--- config.mk ---
export PLATFORM = sky130hd
export DESIGN_NAME = fetch_unit
export DESIGN_NICKNAME = d
export VERILOG_FILES = /design/src/rtl/fetch_unit_pkg.sv /design/src/rtl/fetch_unit_if_id_reg.sv /design/src/rtl/fetch_unit.sv
export SDC_FILE = /design/constraint.sdc
export NUM_CORES = 1
export LEC_CHECK = 0
export CAP_MARGIN = 30
export CORE_MARGIN = 1
export CORE_UTILIZATION = 55
export CTS_CLUSTER_SIZE = 10
export DETAILED_ROUTE_END_ITERATION = 8
export DONT_BUFFER_PORTS = 1
export PLACE_DENSITY = 0.69
export SYNTH_ARGS = -nofsm -noshare
export SYNTH_HDL_FRONTEND = slang
export SYNTH_SLANG_ARGS = --single-unit
--- constraint.sdc ---
create_clock -name clk -period 4.3 [get_ports clk]
set_input_delay 1.075 -clock clk [delete_from_list [all_inputs] [get_ports clk]]
set_output_delay 1.075 -clock clk [all_outputs]
set_load 0.01 [all_outputs]
--- src/rtl/fetch_unit_pkg.sv ---
// Shared constants, stage-register control encoding and address helpers
// for the instruction-fetch front end and the pipeline registers after it.
package fetch_unit_pkg;

    localparam int INST_ADDR_BUS = 32;
    localparam int INST_BUS      = 32;

    localparam logic [INST_BUS-1:0]      ZERO_WORD    = 32'h0000_0000;
    localparam logic                     CHIP_ENABLE  = 1'b1;
    localparam logic                     CHIP_DISABLE = 1'b0;
    localparam logic [INST_ADDR_BUS-1:0] RESET_PC     = 32'h0000_0000;
    localparam logic [INST_ADDR_BUS-1:0] PC_STEP      = 32'd4;

    // What a pipeline stage register does on the next edge.
    typedef enum logic [1:0] {
        STAGE_CAPTURE = 2'd0,
        STAGE_HOLD    = 2'd1,
        STAGE_BUBBLE  = 2'd2
    } stage_op_t;

    // Every redirect target is forced onto a word boundary.
    function automatic logic [INST_ADDR_BUS-1:0] word_align(
        input logic [INST_ADDR_BUS-1:0] addr
    );
        return addr & ~(INST_ADDR_BUS'(3));
    endfunction

endpackage

--- src/rtl/fetch_unit_if_id_reg.sv ---
// Generic stage register with capture / hold / bubble control.
// A bubble keeps the PC tag (so later stages can still see where it sat)
// but zeroes the instruction and clears valid.
module fetch_unit_if_id_reg
    import fetch_unit_pkg::*;
#(
    parameter int AW = INST_ADDR_BUS,
    parameter int DW = INST_BUS
) (
    input  logic          clk,
    input  logic          rst,
    input  stage_op_t     op,
    input  logic [AW-1:0] pc,
    input  logic [DW-1:0] inst,
    output logic [AW-1:0] id_pc,
    output logic [DW-1:0] id_inst,
    output logic          id_valid
);

    // Stage contents: cleared by reset, otherwise updated according to op.
    always_ff @(posedge clk or posedge rst) begin
        if (rst) begin
            id_pc    <= '0;
            id_inst  <= '0;
            id_valid <= 1'b0;
        end else begin
            case (op)
                STAGE_CAPTURE: begin
                    id_pc    <= pc;
                    id_inst  <= inst;
                    id_valid <= 1'b1;
                end
                STAGE_BUBBLE: begin
                    id_pc    <= pc;
                    id_inst  <= '0;
                    id_valid <= 1'b0;
                end
                default: begin
                    id_pc    <= id_pc;
                    id_inst  <= id_inst;
                    id_valid <= id_valid;
                end
            endcase
        end
    end

endmodule

--- src/rtl/fetch_unit.sv ---
// Instruction-fetch front end: owns the PC, drives the combinational ROM
// and loads the returned word with its PC into the IF/ID register.
// rom_addr_o and rom_ce_o come straight from flops, so no input reaches
// them combinationally.
module fetch_unit
    import fetch_unit_pkg::*;
#(
    parameter logic [31:0] RESET_PC   = 32'h0000_0000,
    parameter int          DELAY_SLOT = 1
) (
    input  logic        clk,
    input  logic        rst,
    input  logic        stall_if_i,
    input  logic        stall_id_i,
    input  logic        branch_flag_i,
    input  logic [31:0] branch_target_i,
    input  logic        flush_i,
    input  logic [31:0] flush_pc_i,
    output logic [31:0] rom_addr_o,
    output logic        rom_ce_o,
    input  logic [31:0] rom_data_i,
    output logic [31:0] id_pc_o,
    output logic [31:0] id_inst_o,
    output logic        id_valid_o
);

    logic [INST_ADDR_BUS-1:0] pc;
    logic [INST_ADDR_BUS-1:0] next_pc;
    logic                     ce;
    logic                     stall_pc;
    stage_op_t                if_id_op;

    // stall_id implies the PC must hold too, even if stall_if is low.
    assign stall_pc = stall_if_i | stall_id_i;

    // PC and chip-enable registers; the PC only moves once ce is already on,
    // so the first edge after reset just turns the ROM on.
    always_ff @(posedge clk or posedge rst) begin
        if (rst) begin
            pc <= RESET_PC;
            ce <= CHIP_DISABLE;
        end else begin
            ce <= CHIP_ENABLE;
            if (ce == CHIP_ENABLE) begin
                pc <= next_pc;
            end
        end
    end

    // Next-PC select: flush over stall over branch over sequential.
    // A stalled branch is simply ignored; ID keeps requesting until accepted.
    always_comb begin
        next_pc = pc + PC_STEP;
        if (flush_i) begin
            next_pc = word_align(flush_pc_i);
        end else if (stall_pc) begin
            next_pc = pc;
        end else if (branch_flag_i) begin
            next_pc = word_align(branch_target_i);
        end
    end

    // IF/ID control: flush, then ID stall (hold), then IF stall, ROM off,
    // and squashed delay slot all insert a bubble; otherwise capture.
    always_comb begin
        if_id_op = STAGE_CAPTURE;
        if (flush_i) begin
            if_id_op = STAGE_BUBBLE;
        end else if (stall_id_i) begin
            if_id_op = STAGE_HOLD;
        end else if (stall_if_i) begin
            if_id_op = STAGE_BUBBLE;
        end else if (ce == CHIP_DISABLE) begin
            if_id_op = STAGE_BUBBLE;
        end else if (branch_flag_i && (DELAY_SLOT == 0)) begin
            if_id_op = STAGE_BUBBLE;
        end
    end

    fetch_unit_if_id_reg #(
        .AW (INST_ADDR_BUS),
        .DW (INST_BUS)
    ) u_if_id_reg (
        .clk      (clk),
        .rst      (rst),
        .op       (if_id_op),
        .pc       (pc),
        .inst     (rom_data_i),
        .id_pc    (id_pc_o),
        .id_inst  (id_inst_o),
        .id_valid (id_valid_o)
    );

    assign rom_addr_o = pc;
    assign rom_ce_o   = ce;

endmodule

---- Word level (Yosys, flattened, before mapping) ----
Index checks and enable logic that the tools add are counted.
word-level totals
  bits in registers ....................... 98
  bits in latches ......................... 0
  RAM bits ................................ 0
  bits in read-only memories .............. 0
  input port bits ......................... 102
  output and inout port bits .............. 98
  logic and storage cells ................. 22
  memories kept ........................... 0
operators by class
  add/sub/neg operators ................... 1
  multipliers ............................. 0
  divide/modulo/power cells ............... 0
  $lt $le $gt $ge ......................... 0
  equal/unequal tests ..................... 2
  shift operators ......................... 0
  mux-type cells .......................... 9
  bitwise logic cells ..................... 1
  reduce and logical (&&, ||, !) cells .... 4
operators with widths
  kind                                                              number
  32-bit two-way mux                                                3
  32-bit one-hot mux with 2 select lines                            1
  32-bit by 3-bit adder with 32-bit output (second input constant)  1
  2-bit two-way mux                                                 4
  2-bit equality test (second input constant)                       1
  2-bit zero test                                                   1
  2-bit inequality test (second input constant)                     1
  1-bit one-hot mux with 2 select lines                             1
  2-bit AND reduction                                               1
  2-bit nonzero test                                                1
  2-bit OR reduction                                                1
  1-bit OR                                                          1

---- Longest topological paths before layout ----
Gate-level depths: netlist of run 1.
  depth after elaboration ................. 6
  gate-level depth with buffers ........... 7
  mapped depth without buffers ............ 6

---- Cells and area by module ----
From an unflattened synthesis of run 1, not the netlist that was laid out.
second synthesis, totals
  cell total of the unflattened synthesis .. 436
  area total of the unflattened synthesis .. 4804.6 µm²
modules (own cells, without submodules)
  module                times used  cells an instance  area each (µm²)  sequential area each (µm²)
  fetch_unit            1           294                2417.3           775.7
  fetch_unit_if_id_reg  1           142                2387.3           1626.6

---- Least setup slack after synthesis of run 1 ----
Ideal clock, no wire load.
  kind .................................... in2reg
  start ................................... input stall_id_i
  end ..................................... register u_if_id_reg.id_pc[3]
  setup time .............................. 0.125 ns
  arrival ................................. 2.220 ns
  data required time ...................... 4.175 ns
  slack ................................... 1.955 ns
  stages .................................. 4
  path through ............................ nor2b_1 -> clkbuf_1 -> clkbuf_1 -> mux2_2
on the way
  longest elaborated chain between the ends .. 4
ends and longest elaborated chain
  what                                                           RTL line                    text
  start: declaration                                             fetch_unit.sv:14            input logic stall_id_i,
  2-bit two-way mux (*)                                          fetch_unit.sv:69            end else if (stall_id_i) begin
  2-bit two-way mux (*)                                          fetch_unit.sv:67            if (flush_i) begin
  2-bit equality test / 2-bit zero test (equally long branches)  fetch_unit_if_id_reg.sv:27  case (op)
  2-bit OR reduction (no line) (*)                               -
  end signal: assignment                                         fetch_unit_if_id_reg.sv:29  id_pc <= pc;
  end signal: assignment                                         fetch_unit_if_id_reg.sv:34  id_pc <= pc;
  end signal: assignment                                         fetch_unit_if_id_reg.sv:39  id_pc <= id_pc;
  end: declaration                                               fetch_unit_if_id_reg.sv:15  output logic [AW-1:0] id_pc,
Every way passes the cells marked *; elsewhere a longest branch is shown, timed or not.
A chain may end at the register's enable or synchronous reset.

---- Worst setup path after layout of run 1 ----
  start ................................... register pc[3], in the netlist rom_addr_o[3]
  end ..................................... register pc[28], in the netlist rom_addr_o[28]
on the way
  longest elaborated chain between the ends .. 4
ends and longest elaborated chain
  what                                      RTL line          text
  start: declaration                        fetch_unit.sv:27  logic [INST_ADDR_BUS-1:0] pc;
  start signal: assignment                  fetch_unit.sv:45  pc <= next_pc;
  32-bit by 3-bit adder with 32-bit output  fetch_unit.sv:53  next_pc = pc + PC_STEP;
  32-bit two-way mux                        fetch_unit.sv:58  end else if (branch_flag_i) begin
  32-bit two-way mux                        fetch_unit.sv:56  end else if (stall_pc) begin
  32-bit two-way mux                        fetch_unit.sv:54  if (flush_i) begin
No other way between the ends. The select of a mux whose other input is x is not followed.

==> impl_metrics.yaml, run 1 <==
setup_path:
  crit_path_end_kind: "register"
  cp_slowest_cell: "nor4_1"
  worstPathArrival_ns: 2.68
  crit-reg2reg-launch: "rom_addr_o[3]$_DFFE_PP0P_"
  path_cells: "ha_1 > nand3_1 > nor4_1 > and4_1 > o21ai_0 > o2bb2ai_1"
  cp.required_ns: 4.54
  critPathBufInv: 0
  start_kind: "register"
  crit_start: "rom_addr_o[3]$_DFFE_PP0P_"
  crit_path_max_fanout: 7
  max_stage_delay_ns: 0.72
  cp_top_family: "simple AND/OR/NAND/NOR gates"
  critPathKind: "register to register"
synth:
  synth.area.top_cells: "dfrtp_1 51%, mux2_2 6.6%, a22o_1 6.1%"
  synth.cell_area_um2: 4600
  synth_top_area_share_pct: 51.1
  synthCells: 444
  syn_avg_cell_area_um2: 10.4
  synth_top_area_cell: "dfrtp_1"
  synth_commonest_cells: "94 x dfrtp_1, 37 x o21ai_0, 34 x nand2_1"
  yosysMostFrequentCell: "dfrtp_1"
  synth_seq_area_share_pct: 51.1
  synth-edff-count: 0
  synthFlopType: "dfrtp_1"
  synth-seq-cells: 94
  async_flop_share_pct: 100
  synth-warning-count: 0
  synth_cell_types: 55
floorplanning:
  fp.coreArea_um2: 7930
  start_util_pct: 58.0
  dieArea_um2: 8730
  die_w_um: 93.5
  die_h_um: 93.5
  ios: 200
  rows: 32
grt:
  met1_usage_pct: 36.0
  overflow: 0
  grt_max_degree: 69
  grt_pass1_vias: 3558
  busiest_layer: "met2"
  grt_pass1_wl_um: 18500
  use_met3_pct: 9.67
  grt_antenna_before_repair: 0
  grt_use_met2_pct: 43.1
  grt.total_usage_pct: 28.0
timing:
  drv_slew: 0
  setup_ws_ns: 1.86
  slew_headroom_pct: 39.4
  period_share_pct: 56.6
  skew_ns: 0.0121
  setup_viol: 0
  fin_crit_ns: 2.44
  rsz0062_at_grt: "no"
  max_slew.worst_pin.slew_ns: 0.908
  finalHoldViolCount: 0
  fin_setup_tns_ns: 0
  fmax_mhz: 411
route:
  postRouteAntennaNets: 0
  drt_wl_total_um: 12000
  wl_per_cell_um: 22.4
  drc: 0
  vias: 3661
  initialDrtViolationCount: 184
  routed_via_density: 6.82
  drtPass1Iterations: 5
final_layout:
  final_util_pct: 61.7
  syn_to_final_growth_pct: 6.31
  fin_nets: 533
  antennaDiodeCount: 0
  drive_gt1_share_pct: 14.0
clocking:
  clock-sinks: 94
  postCtsSetupRepairBufs: 0
  clk_latency_ns: 0.36
  cts_tree: "built"
  clk_path_buf_depth: 2
  ctsHtreeMaxLevel: 3
  clk_pin_slew_ns: 0.10
  cts_made_buffers: 9
  cts_root_buf: "clkbuf_8"
  cts_hold_buf: 0
  cts.repair.resized: 0
placement:
  pre_cts_ws_ns: 1.59
  portBuffers: 0
  place_congestion: 0.780
  dp_hpwl_um: 8340
worst_hold_path:
  min_path_type: "register to register"
  min_from: "u_if_id_reg.id_valid$_DFFE_PP0P_"
run_status:
  status: "complete, no violations"
power:
  p_leak_nw: 2.09
  peakVddDrop_uv: 201
  powerDensity_nw_per_um2: 428
job:
  max_cap_viol_count: 0
==> stage by stage <==
step | total power [mW] | cell area [µm²] | instances | hold slack, ns
final | 2.09 | 4890 | 537 | 0.566
after global routing | 2.20 | 4890 | 537 | 0.572
after CTS | 2.11 | 4890 | 537 | 0.564
after detailed placement | 1.46 | 4670 | 521 | 0.535
after global placement | 1.44 | 4660 | 520 | 0.537
after floorplan | 1.38 | 4610 | 447 | 0.516
==> layout by cell type, fill, tap and decap left out, types with 6 or more instances in the layout <==
cell type,instances
nand3_1,11
and3_1,14
mux2_2,27
inv_1,6
nand4_1,8
xnor2_1,6
a21oi_1,27
buf_4,7
nand2_1,34
nor3_1,9
a22o_1,32
clkbuf_8,9
o21ai_0,36
nor2_1,23
dfrtp_1,94
==> cell type report <==
type | count | area (µm²)
inverter | 7 | 28.8
sequential | 94 | 2350
clock inverter | 6 | 95.1
clock buffer | 10 | 128
tap | 102 | 128
timing repair buffer | 7 | 52.6
fill | 658 | 3040
multi-input combinational | 311 | 2110
==> logic make-up after synthesis <==
group	synth area share, %
other	0.163
flip-flops	51.1
multiplexers	7.04
buffers and inverters	3.89
AND/OR/NAND/NOR	13.3
XOR/XNOR	1.90
adder cells (fa/ha/maj)	0.272
AO/OA/AOI/OAI	22.3
==> layer usage <==
layer,wire (µm),part of all wire (%),up-vias
met1,4790,40,1812
li1,-,-,1629
met3,1260,10,23
met2,5660,47,197
met5,0,0,-
met4,302,2.5,0
==> registers in the layout, indices dropped and copies added (netlist names) <==
register / cells
rom_ce_o: 1
rom_addr_o: 30
u_if_id_reg.id_valid: 1
u_if_id_reg.id_pc: 30
u_if_id_reg.id_inst: 32
==> report_power, final <==
group | internal, mW | switching, mW | leakage, nW
Combinational | 0.125 | 0.124 | 0.783
Clock | 0.333 | 0.319 | 0.111
Sequential | 0.992 | 0.198 | 1.19
==> final timing paths <==
| check | to | slack [ns] | depth (start not counted) |
|---|---|---|---|
| worst max-delay path | rom_addr_o[28]$_DFFE_PP0P_ | 1.86 | 6 |
| worst min-delay path | u_if_id_reg.id_valid$_DFFE_PP0P_ | 0.57 | 1 |
| worst max register to register | rom_addr_o[28]$_DFFE_PP0P_ | 1.86 | 6 |
| worst min register to register | u_if_id_reg.id_valid$_DFFE_PP0P_ | 0.57 | 1 |
| max in group asynchronous | u_if_id_reg.id_inst[7]$_DFFE_PP0P_ | 2.69 | 2 |
| min in group asynchronous | u_if_id_reg.id_inst[27]$_DFFE_PP0P_ | 0.74 | 1 |
Power figures use the tool's default switching activity.
==> run 2: changes to the inputs <==
PLACE_DENSITY = 0.72   (was 0.69)
clock period = 2 ns   (was 4.3 ns; I/O delays follow)
==> run 2 against run 1 <==
Net effect:
- combinational power rose to 3.5 times the previous value
- design area rose by 8.6%
- largest cell class unchanged
- via count rose by 5.8%
- final cell count rose by 8.0%
- largest power group unchanged
- worst setup slack got worse by 1.8 ns
- wire length rose by 6.0%
- sequential share of layout area fell by 3.8 points
- non-clock buffer count rose by 43
- critical path type unchanged
- hold slack got worse by 0.52 ns
- register-to-register slack got worse by 1.8 ns
- core utilization rose by 5.3 points
- clock-buffer cell count fell by 1
==> impl_metrics.yaml, run 2 (synthesized netlist as in run 1, its figures left out) <==
route:
  drtPass1Iterations: 5
  postRouteAntennaNets: 0
  initialDrtViolationCount: 235
  vias: 3873
  drt_wl_total_um: 12700
  wl_per_cell_um: 22.0
  drc: 0
  routed_via_density: 6.68
timing:
  max_slew.worst_pin.slew_ns: 0.594
  period_share_pct: 95.3
  whs_ns: 0.0506
  setup_viol: 0
  fin_crit_ns: 1.91
  slew_headroom_pct: 60.3
  fmax_mhz: 525
  drv_slew: 0
  skew_ns: 0.0192
  setup_ws_ns: 0.0941
  finalHoldViolCount: 0
setup_path:
  r2r_cells: 6
  start_kind: "register"
  crit-reg2reg-launch: "rom_addr_o[2]$_DFFE_PP0P_"
  crit_path_max_fanout: 5
  cp.required_ns: 2.31
  rr_endpoint: "rom_addr_o[22]$_DFFE_PP0P_"
  worstPathArrival_ns: 2.21
  crit_path_end_kind: "register"
  critPathKind: "register to register"
  ff2ff_setup_slack_ns: 0.09
grt:
  grt.total_usage_pct: 30.1
  overflow: 0
  grt_pass1_vias: 3874
  grt_pass1_wl_um: 20000
  grt_antenna_before_repair: 0
  grt_max_degree: 52
final_layout:
  fillers: 631
  instances_no_fill: 580
  syn_to_final_growth_pct: 15.5
  layout_common_cells: "93 x dfrtp_1, 42 x buf_4, 36 x o21ai_0"
  largest-register: "u_if_id_reg.id_inst"
  fin_nets: 576
  drive_gt1_share_pct: 22.8
  final_common_cell: "dfrtp_1"
  largest_reg_flops: 32
  antennaDiodeCount: 0
clocking:
  clock-sinks: 94
  cts_made_buffers: 9
  clk_latency_ns: 0.37
  ctsHtreeMaxLevel: 3
  clk_pin_slew_ns: 0.11
  cts_hold_buf: 0
  cts_tree: "built"
  clk_path_buf_depth: 2
  cts_root_buf: "clkbuf_8"
power:
  powerDensity_nw_per_um2: 866
  p_leak_nw: 2.33
  peakVddDrop_uv: 562
floorplanning:
  start_util_pct: 58.0
  fp.coreArea_um2: 7930
  die_w_um: 93.5
  rows: 32
  dieArea_um2: 8730
  die_h_um: 93.5
  ios: 200
worst_hold_path:
  min_path_type: "primary input to async pin"
job:
  max_cap_viol_count: 0
placement:
  portBuffers: 0
  place_congestion: 0.832
  pre_cts_ws_ns: 0.0154
  dp_hpwl_um: 8980
  dp.cells: 559
run_status:
  status: "complete, no violations"
==> run 2: cell count changes in the layout (fill, tap and decap cells not counted), moves of 2 or more <==
cell | previous run | this run
buf_12 | 0 | 6
buf_4 | 7 | 42
clkinv_4 | 3 | 0
clkinvlp_4 | 0 | 3
inv_8 | 0 | 2
==> run 2: worst max-delay path by stage <==
stage / from / end
global route: rom_addr_o[2]$_DFFE_PP0P_ / rom_addr_o[23]$_DFFE_PP0P_
finish: rom_addr_o[2]$_DFFE_PP0P_ / rom_addr_o[22]$_DFFE_PP0P_
CTS: rom_addr_o[3]$_DFFE_PP0P_ / rom_addr_o[22]$_DFFE_PP0P_
global placement: stall_if_i / rom_addr_o[25]$_DFFE_PP0P_
floorplan: rom_addr_o[2]$_DFFE_PP0P_ / rom_addr_o[22]$_DFFE_PP0P_
detailed placement: stall_if_i / rom_addr_o[25]$_DFFE_PP0P_
==> run 2: worst max-delay path: stages, from the launching register on <==
cell	delay [ns]
dfrtp_1	0.42
ha_4	0.17
nand3_2	0.09
or3_4	0.37
or4b_1	0.51
a21oi_1	0.14
a22o_2	0.15
==> run 2: per-stage QoR <==
stage	cell area (µm²)	power, mW	setup TNS (ns)	util (%)
after CTS	5240	4.60	0	66.1
final	5310	4.60	0	67.0
after global routing	5310	4.82	-0.00121	67.0
after global placement	5040	3.26	0	63.5
after detailed placement	5040	3.30	0	63.5
after floorplan	4620	2.98	0	-
==> run 2: power by group <==
part / leakage, nW / switching, mW / internal (mW)
clock network: 0.0997 / 0.722 / 0.597
logic: 1.03 / 0.462 / 0.404
registers: 1.19 / 0.280 / 2.14
==> run 2: area by class of cell <==
class                      instances  area, µm²  area share (%)
sequential                        94       2350            44.3
multi-input combinational        311       2140            40.2
timing repair buffer              50        462            8.69
tap                              102        128            2.40
clock buffer                       9        124            2.33
clock inverter                     7       81.3            1.53
inverter                           7       30.0           0.565
==> run 2: repair_timing <==
action | CTS | global route
setup endpoints to repair | 0 | 3
setup buffers | 0 | 4
gates resized for setup | 0 | 7
==> run 2: metal layers <==
layer / global-route usage [%] / vias up / wire length [µm]
met4: 10.1 / 0 / 221
met5: 0 / - / 0
met2: 48.4 / 207 / 6210
met1: 39.1 / 1937 / 5140
li1: - / 1708 / -
met3: 8.62 / 21 / 1170
==> run 3: changes to the inputs <==
ABC_AREA = 1   (was default)
CORE_MARGIN = 2   (was 1)
PLACE_DENSITY = 0.69   (was 0.72)
clock period = 1.9 ns   (was 2 ns; I/O delays follow)
==> run 3 against run 2 <==
Net effect:
- via count increased by 14%
- combinational power decreased by 12%
- global-route usage decreased by 3.6 points
- largest power group unchanged
- die area increased by 16%
- maximum frequency increased by 16%
- sequential share of layout area decreased by 1.1 points
- wire length increased by 3.6%
- core utilization decreased by 7.5 points
- hold slack improved by 0.058 ns
- synthesized area increased by 12%
- first-iteration DRC count decreased by 11%
==> impl_metrics.yaml, run 3 <==
run_status:
  status: "complete, no violations"
grt:
  grt_pass1_vias: 4290
  overflow: 0
  grt.total_usage_pct: 26.5
  grt_antenna_before_repair: 1
  grt_pass1_wl_um: 21100
  grt_max_degree: 95
floorplanning:
  start_util_pct: 56.3
  die_w_um: 101
  dieArea_um2: 10200
  ios: 200
  rows: 35
  die_h_um: 101
  fp.coreArea_um2: 9150
setup_path:
  crit_path_max_fanout: 6
  crit_path_end_kind: "register"
  worstPathArrival_ns: 1.90
  start_kind: "register"
  cp.required_ns: 2.16
  critPathKind: "register to register"
synth:
  synth-simple-area-share_pct: 30.2
  synth_xor_area_share_pct: 1.51
  synth_commonest_cells: "168 x nand2_1, 100 x nor2_1, 94 x dfrtp_1"
  synth-seq-cells: 94
  synth_top_family_by_area: "simple AND/OR/NAND/NOR gates"
  synth_top_area_cell: "dfrtp_1"
  synth_seq_area_share_pct: 45.7
  synth.cell_area_um2: 5150
  synth_top_area_share_pct: 45.7
  synthCells: 697
  synth-adder-area-share_pct: 0.243
  synth-edff-count: 0
  synthFlopType: "dfrtp_1"
  synth_cell_types: 33
  yosysMostFrequentCell: "nand2_1"
  synth-warning-count: 0
  synth.area.top_cells: "dfrtp_1 46%, nand2_1 12%, nor2_1 7.3%"
  syn_avg_cell_area_um2: 7.39
  async_flop_share_pct: 100
  synth.mux.area_fraction_pct: 1.09
  synth_compound_area_share_pct: 11.4
final_layout:
  syn_to_final_growth_pct: 5.71
  layout_common_cells: "167 x nand2_1, 100 x nor2_1, 94 x dfrtp_1"
  instances_no_fill: 806
  final_common_cell: "nand2_1"
  drive_gt1_share_pct: 8.65
  fin_nets: 792
  largest_reg_flops: 32
  largest-register: "u_if_id_reg.id_inst"
  fillers: 877
power:
  swShare_pct: 33.0
  peakVddDrop_uv: 484
  powerDensity_nw_per_um2: 898
  clockPowerShare_pct: 30.6
  pwr-share-comb_pct: 15.7
  power.total_mw: 4.89
  power_frac_seq_pct: 53.8
  p_int_mw: 3.27
  power_switching_mw: 1.62
  p_leak_nw: 2.74
timing:
  fmax_mhz: 607
  rsz0062_at_grt: "no"
  max_slew.worst_pin.slew_ns: 0.517
  fin_crit_ns: 1.65
  skew_ns: 0.0102
  whs_ns: 0.109
  finalHoldViolCount: 0
  drv_slew: 0
  fin_setup_tns_ns: 0
  period_share_pct: 86.7
  setup_viol: 0
  slew_headroom_pct: 65.6
route:
  drt_wl_total_um: 13200
  drc: 0
  wl_per_cell_um: 16.4
  drtPass1Iterations: 4
  initialDrtViolationCount: 208
  routed_via_density: 5.47
  vias: 4407
  postRouteAntennaNets: 0
clocking:
  clk_path_buf_depth: 2
  cts_hold_buf: 0
  clk_pin_slew_ns: 0.10
  cts_tree: "built"
  cts_root_buf: "clkbuf_8"
  postCtsSetupRepairBufs: 0
  cts.repair.resized: 0
  cts_made_buffers: 9
  ctsHtreeMaxLevel: 3
  clock-sinks: 94
  clk_latency_ns: 0.36
worst_hold_path:
  min_path_type: "primary input to async pin"
placement:
  dp.cells: 789
  dp_hpwl_um: 9480
  place_congestion: 0.881
  portBuffers: 0
job:
  max_cap_viol_count: 0
-- run 3: cell types whose count changed after synthesis, sizes merged, moves of 7 or more --
cell   delta
and3     -14
inv      +68
buf       +7
nand3    +59
nand4     -8
nor3      -9
a22o     -33
o21ai    +19
mux2     -22
nor2     +89
nand2   +138
a21oi    +21
-- run 3: layout make-up --
class                           instances  area [µm²]  area share, %
Clock inverter                          6        92.6           1.70
Antenna cell                            1        2.50         0.0460
Clock buffer                           10         128           2.34
Sequential cell                        94        2350           43.2
Inverter                               76         289           5.31
Tap cell                              111         139           2.55
Timing Repair Buffer                   16         133           2.44
Multi-Input combinational cell        492        2310           42.4
-- run 3: kinds of logic after synthesis --
logic type,count (synthesis)
xor+xnor,8
simple gates,359
mux,5
compound gates,114
other cells,2
fa+ha+maj,1
buf+inv,114
flops,94
-- run 3: through the flow --
stage / instance area (µm²) / util [%] / worst slack [ns]
final: 5450 / 59.5 / 0.253
after global routing: 5450 / 59.5 / 0.0936
after CTS: 5440 / 59.5 / 0.265
after detailed placement: 5220 / 57.1 / 0.259
after global placement: 5220 / 57.1 / 0.300
after floorplan: 5170 / - / 0.319
-- run 3: path summary, 6_finish.rpt --
| kind | startpoint | endpoint | slack, ns | cells past startpoint |
|---|---|---|---|---|
| max | rom_addr_o[13]$_DFFE_PP0P_ | rom_addr_o[25]$_DFFE_PP0P_ | 0.25 | 9 |
| min in group clk | rom_data_i[12] | u_if_id_reg.id_inst[12]$_DFFE_PP0P_ | 0.24 | 2 |
| min | rst | u_if_id_reg.id_inst[21]$_DFFE_PP0P_ | 0.11 | 2 |
| min reg2reg | u_if_id_reg.id_inst[27]$_DFFE_PP0P_ | u_if_id_reg.id_inst[27]$_DFFE_PP0P_ | 0.59 | 2 |
| max reg2reg | rom_addr_o[13]$_DFFE_PP0P_ | rom_addr_o[25]$_DFFE_PP0P_ | 0.25 | 9 |
| max in group asynchronous | rst | u_if_id_reg.id_pc[10]$_DFFE_PP0P_ | 1.37 | 2 |
-- run 3: critical path, cell delays in order, from the launching register on --
cell,delay [ns]
dfrtp_1,0.54
nand2_1,0.17
nor2_1,0.21
nand2_1,0.11
nor2_2,0.17
nand3_1,0.09
nand3_1,0.11
nand2_1,0.05
nand2_1,0.05
nand2_1,0.04
-- run 3: power by group through the flow --
| stage | logic [mW] | registers (mW) | clock network [mW] |
|---|---|---|---|
| 3_3_place_gp | 0.744 | 2.66 | 0 |
| 3_5_place_dp | 0.769 | 2.67 | 0 |
| 5_1_grt | 0.889 | 2.66 | 1.60 |
| 4_1_cts | 0.772 | 2.63 | 1.53 |
| 2_1_floorplan | 0.626 | 2.59 | 0 |
| 6_report | 0.766 | 2.63 | 1.50 |
-- run 3: per-layer routing --
| metal | global-route usage (%) | part of all wire (%) | wire (µm) |
|---|---|---|---|
| met2 | 42.1 | 47 | 6250 |
| met4 | 11.0 | 2.5 | 331 |
| met3 | 8.39 | 9.4 | 1240 |
| met5 | 0 | 0 | 0 |
| met1 | 33.7 | 41 | 5380 |
